--- src/rtl/led_chaser_ctrl.sv ---
`default_nettype none
// ============================================================================
// Module   : led_chaser_ctrl
// Purpose  : Running-light sequencer feeding a 3-to-8 active-low LED decoder.
// Revision : 1.0 - initial release
// ============================================================================
module led_chaser_ctrl #(
    parameter int DIV = 4
) (
    input  logic       clk,
    input  logic       rst,
    input  logic       run,
    input  logic       dir,
    input  logic       bounce,
    input  logic       step,
    input  logic       blank,
    output logic [2:0] switch,
    output logic [2:0] enable,
    output logic       wrap
);

    localparam int unsigned          c_PRESC_W    = (DIV > 1) ? $clog2(DIV) : 1;
    localparam logic [c_PRESC_W-1:0] c_PRESC_TERM = c_PRESC_W'(DIV - 1);
    localparam logic [c_PRESC_W-1:0] c_PRESC_ONE  = c_PRESC_W'(1);
    localparam logic [2:0]           c_EN_ON      = 3'b100;
    localparam logic [2:0]           c_EN_OFF     = 3'b000;

    localparam logic [1:0] c_IDLE  = 2'd0;
    localparam logic [1:0] c_RUN   = 2'd1;
    localparam logic [1:0] c_PAUSE = 2'd2;

    logic [1:0]           r_state;
    logic [c_PRESC_W-1:0] r_presc;
    logic                 r_cur_dir;
    logic                 r_bounce_d;
    logic [2:0]           r_switch;
    logic [2:0]           r_enable;
    logic                 r_wrap;

    logic       w_bounce_rise;
    logic       w_eff_dir;
    logic       w_adv_dir;
    logic [2:0] w_next_idx;
    logic       w_turn;
    logic [1:0] w_next_state;
    logic       w_advance;
    logic       w_presc_term;

    always_comb begin
        w_bounce_rise = bounce & ~r_bounce_d;
        // A bounce edge coinciding with an advance must already use the new direction.
        w_eff_dir     = bounce ? (w_bounce_rise ? dir : r_cur_dir) : dir;
        w_presc_term  = (r_presc == c_PRESC_TERM);

        w_next_idx = r_switch;
        w_adv_dir  = w_eff_dir;
        w_turn     = 1'b0;
        if (bounce && !w_eff_dir && (r_switch == 3'd7)) begin
            w_next_idx = 3'd6;
            w_adv_dir  = 1'b1;
            w_turn     = 1'b1;
        end else if (bounce && w_eff_dir && (r_switch == 3'd0)) begin
            w_next_idx = 3'd1;
            w_adv_dir  = 1'b0;
            w_turn     = 1'b1;
        end else if (!w_eff_dir) begin
            w_next_idx = r_switch + 3'd1;
            w_turn     = (r_switch == 3'd7);
        end else begin
            w_next_idx = r_switch - 3'd1;
            w_turn     = (r_switch == 3'd0);
        end

        w_next_state = r_state;
        w_advance    = 1'b0;
        case (r_state)
            c_IDLE: begin
                if (run) w_next_state = c_RUN;
            end
            c_RUN: begin
                if (!run)              w_next_state = c_PAUSE;
                else if (w_presc_term) w_advance    = 1'b1;
            end
            c_PAUSE: begin
                if (run)       w_next_state = c_RUN;
                else if (step) w_advance    = 1'b1;
            end
            default: w_next_state = c_IDLE;
        endcase
    end

    always_ff @(posedge clk) begin
        if (rst) begin
            r_state    <= c_IDLE;
            r_presc    <= '0;
            r_cur_dir  <= 1'b0;
            r_bounce_d <= 1'b0;
            r_switch   <= 3'd0;
            r_enable   <= c_EN_OFF;
            r_wrap     <= 1'b0;
        end else begin
            r_state    <= w_next_state;
            r_bounce_d <= bounce;

            if ((r_state == c_RUN) && run && !w_presc_term) r_presc <= r_presc + c_PRESC_ONE;
            else                                           r_presc <= '0;

            if (w_advance) begin
                r_switch  <= w_next_idx;
                r_cur_dir <= w_adv_dir;
            end else if (w_bounce_rise || ((r_state == c_IDLE) && run)) begin
                r_cur_dir <= dir;
            end

            r_wrap   <= w_advance & w_turn;
            r_enable <= ((w_next_state != c_IDLE) && !blank) ? c_EN_ON : c_EN_OFF;
        end
    end

    assign switch = r_switch;
    assign enable = r_enable;
    assign wrap   = r_wrap;

endmodule
`default_nettype wire

--- config.mk ---
export PLATFORM = sky130hd
export DESIGN_NAME = led_chaser_ctrl
export DESIGN_NICKNAME = d
export VERILOG_FILES = /design/src/rtl/led_chaser_ctrl.sv
export SDC_FILE = /design/constraint.sdc
export NUM_CORES = 1
export LEC_CHECK = 0
export BUFFER_PORTS_ARGS = -buffer_cell sky130_fd_sc_hd__buf_4
export CORE_MARGIN = 2
export CORE_UTILIZATION = 35
export DETAILED_ROUTE_END_ITERATION = 8
export GPL_TIMING_DRIVEN = 1
export PLACE_DENSITY_LB_ADDON = 0.2
export SKIP_CTS_REPAIR_TIMING = 1
export SYNTH_ARGS = -nofsm -noshare
export SYNTH_HDL_FRONTEND = slang
export SYNTH_SLANG_ARGS = --single-unit
--- constraint.sdc ---
create_clock -name clk -period 4.1 [get_ports clk]
set_input_delay 0 -clock clk [delete_from_list [all_inputs] [get_ports clk]]
set_output_delay 0 -clock clk [all_outputs]
set_load 0.05 [all_outputs]
==> key figures <==
Status
  • Status: complete, no violations

Timing
  • Highest Clock Rate: 0.568 GHz
  • Setup Total Neg Slack: 0 ns
  • Hold Worst Slack: 0.00654 ns
  • Final Hold Vio Count: 0
  • RSZ-0062 raised after global routing: false
  • Clk_skew: 0.000167 ns
  • Fin crit period: 1.76 ns
  • Period utilisation layout: 0.430
  • Pins Over Slew Limit: 0
  • Setup violators final: 0

Critical path
  • CP required: 4.30 ns
  • FF-to-FF path depth: 7
  • Crit path launch type: register
  • CP Class: reg -> reg
  • Crit Reg-Reg Endpoint: switch[2]$_SDFFE_PP0P_
  • Reg2Reg Setup Slack: 2.34 ns
  • R2r startpoint: r_bounce_d$_SDFF_PP0_
  • Crit end category: register
  • Critical path arrival: 1.96 ns
  • Max FO, Critical Path: 4

Cells and area
  • Area delta synth->final: 22.7%
  • Share of cells above drive strength 1: 0.172
  • # diodes: 0
  • Fillcell total: 183
  • Non-Filler Instances: 112
  • Reg area: 220 um2
  • Multi-input logic area: 385 um2
  • Util after Layout: 0.454
  • Final #Nets: 101

Min path
  • HP Start: bounce
  • Hold path cells: 2
  • Hold Path Class: in -> reg
  • WHS Endpoint: r_bounce_d$_SDFF_PP0_

Logic synthesis
  • Synth top cells by count: 11 x dfxtp_1, 6 x ha_1, 5 x inv_1, 4 x nor2_1
  • Post-synth EDFFs: 0
  • Count leader, synth: dfxtp_1
  • Syn Std Cell Area: 639 um2
  • Synth top area cells: dfxtp_1 34%, ha_1 12%, mux2i_1 4.7%, and3_1 2.9%, inv_1 2.9%
  • Syn. warnings: 0
  • Seq cells post-synth: 11
  • Mean area per synthesized cell: 8.88 um2
  • Syn Inst Count: 72
  • Prevailing post-synth register cell: dfxtp_1
  • Seq/Total Area, Yosys: 0.344
  • Count of cell types in the netlist: 34
  • Share of the synthesized area in the top cell type: 0.344
  • Asr flop ratio synth: 0
  • Cell taking the most area after synthesis: dfxtp_1

Global routing
  • First-pass GRT wire length: 1.88 mm
  • Largest net degree at the start of global routing: 11
  • Initial antenna violation count: 0
  • Tot GR Track Use: 0.123
  • Global route overflow: 0
  • Vias in the first global route: 453

Placed design
  • Placer Congestion: 0.780
  • Placed Cells: 106
  • Post-detailed-placement half-perimeter wirelength: 934 um
  • IO Port Bufs: 11

Clock tree
  • TritonCTS Sinks: 11
  • Total CTS buffers: 3
  • Clock Path Buffers: 2
  • CTS H-Tree Depth: 1
  • CTS tree: yes
  • Clk root buf: clkbuf_4
  • Skew-Pair Late Insertion Delay: 0.27 ns
  • Worst-path clk slew: 0.07 ns

Floorplan
  • Core area: 0.00173 mm2
  • Row count: 15
  • Die area: 0.00218 mm2
  • Chip height: 46.7 um
  • Initial Util: 0.370
  • Overall die width: 46.7 um
  • Io pins: 14

Route
  • Drc violations: 0
  • WL/cell: 10.7 um
  • Initial DRC count: 2
  • Vias: 543
  • Avg Vias per Cell: 4.85
  • Final WL: 1.20 mm
  • Initial DRT Pass Iterations: 2
  • Antenna viol nets, final: 0

Pwr
  • Total chip power: 0.239 mW
  • Pwr/cell area: 305 mW/mm2
  • Max VDD drop: 0.162 mV
  • Leak: 0.354 nW

Flow run
  • Max-Cap Viols: 0
==> worst max-delay path: stages (launching register included) <==
cell     delay (ns)
dfxtp_1        0.34
a21bo_1        0.20
and2_1         0.20
xnor2_1        0.14
ha_1           0.19
a211o_1        0.24
a221o_1        0.29
o22ai_1        0.09
==> stage by stage <==
step | instance area [um2] | worst slack (ns)
6_report | 785 | 2.34
5_1_grt | 785 | 2.25
4_1_cts | 764 | 2.34
3_5_place_dp | 738 | 2.36
3_3_place_gp | 738 | 2.39
2_1_floorplan | 643 | 2.39
==> metal layers <==
layer  routed length [um]  vias up  track usage
li1                     -      288            -
met1                  594      244        0.152
met2                  543        9        0.194
met3                   52        2       0.0577
met4                    8        0       0.0333
met5                    0        -            0
==> final cells by class <==
cell class	count	area share
tap	25	0.0399
multi-input combinational	54	0.491
inverter	5	0.0239
clock buffer	4	0.0335
timing repair buffer	13	0.131
sequential	11	0.281
==> cells in the final DEF, fill, tap and decap left out, types with 2 or more instances in the layout <==
| cell | instances |
|---|---|
| dfxtp_1 | 11 |
| buf_4 | 11 |
| ha_1 | 6 |
| inv_1 | 5 |
| nor2_1 | 4 |
| and3_1 | 3 |
| a21oi_1 | 3 |
| nand2_1 | 3 |
| mux2i_1 | 3 |
| clkbuf_4 | 3 |
| nand3_1 | 2 |
| or2_1 | 2 |
| nor3_1 | 2 |
| nand2b_1 | 2 |
| a221oi_1 | 2 |
| nor2b_1 | 2 |
| o21ai_0 | 2 |
| conb_1 | 2 |
| dlygate4sd3_1 | 2 |
==> power breakdown <==
| group | switching (mW) | internal [mW] |
|---|---|---|
| Clock | 0.0367 | 0.0377 |
| Sequential | 0.00414 | 0.112 |
| Combinational | 0.0285 | 0.0205 |
| Total | 0.0694 | 0.170 |
==> worst max path at each step <==
stage | start | end | cells past startpoint
after global routing | r_bounce_d$_SDFF_PP0_ | switch[2]$_SDFFE_PP0P_ | 7
final | r_bounce_d$_SDFF_PP0_ | switch[2]$_SDFFE_PP0P_ | 7
after floorplan | switch[1]$_SDFFE_PP0P_ | switch[2]$_SDFFE_PP0P_ | 5
after global placement | r_bounce_d$_SDFF_PP0_ | switch[2]$_SDFFE_PP0P_ | 7
after CTS | r_bounce_d$_SDFF_PP0_ | switch[2]$_SDFFE_PP0P_ | 7
after detailed placement | r_bounce_d$_SDFF_PP0_ | switch[2]$_SDFFE_PP0P_ | 7
==> flip-flops by register name, indices dropped and copies added (netlist names) <==
signal      count
switch          3
r_state         2
r_bounce_d      1
r_presc         2
r_cur_dir       1
wrap            1
enable          1
==> logic make-up after synthesis <==
| logic type | synth area share |
|---|---|
| AND/OR/NAND/NOR | 0.219 |
| AO/OA/AOI/OAI | 0.180 |
| flip-flops | 0.344 |
| buffers and inverters | 0.0587 |
| adder cells (fa/ha/maj) | 0.117 |
| multiplexers | 0.0470 |
| XOR/XNOR | 0.0274 |
| other | 0.00587 |
Note: power is estimated with default switching activity, not from simulation.
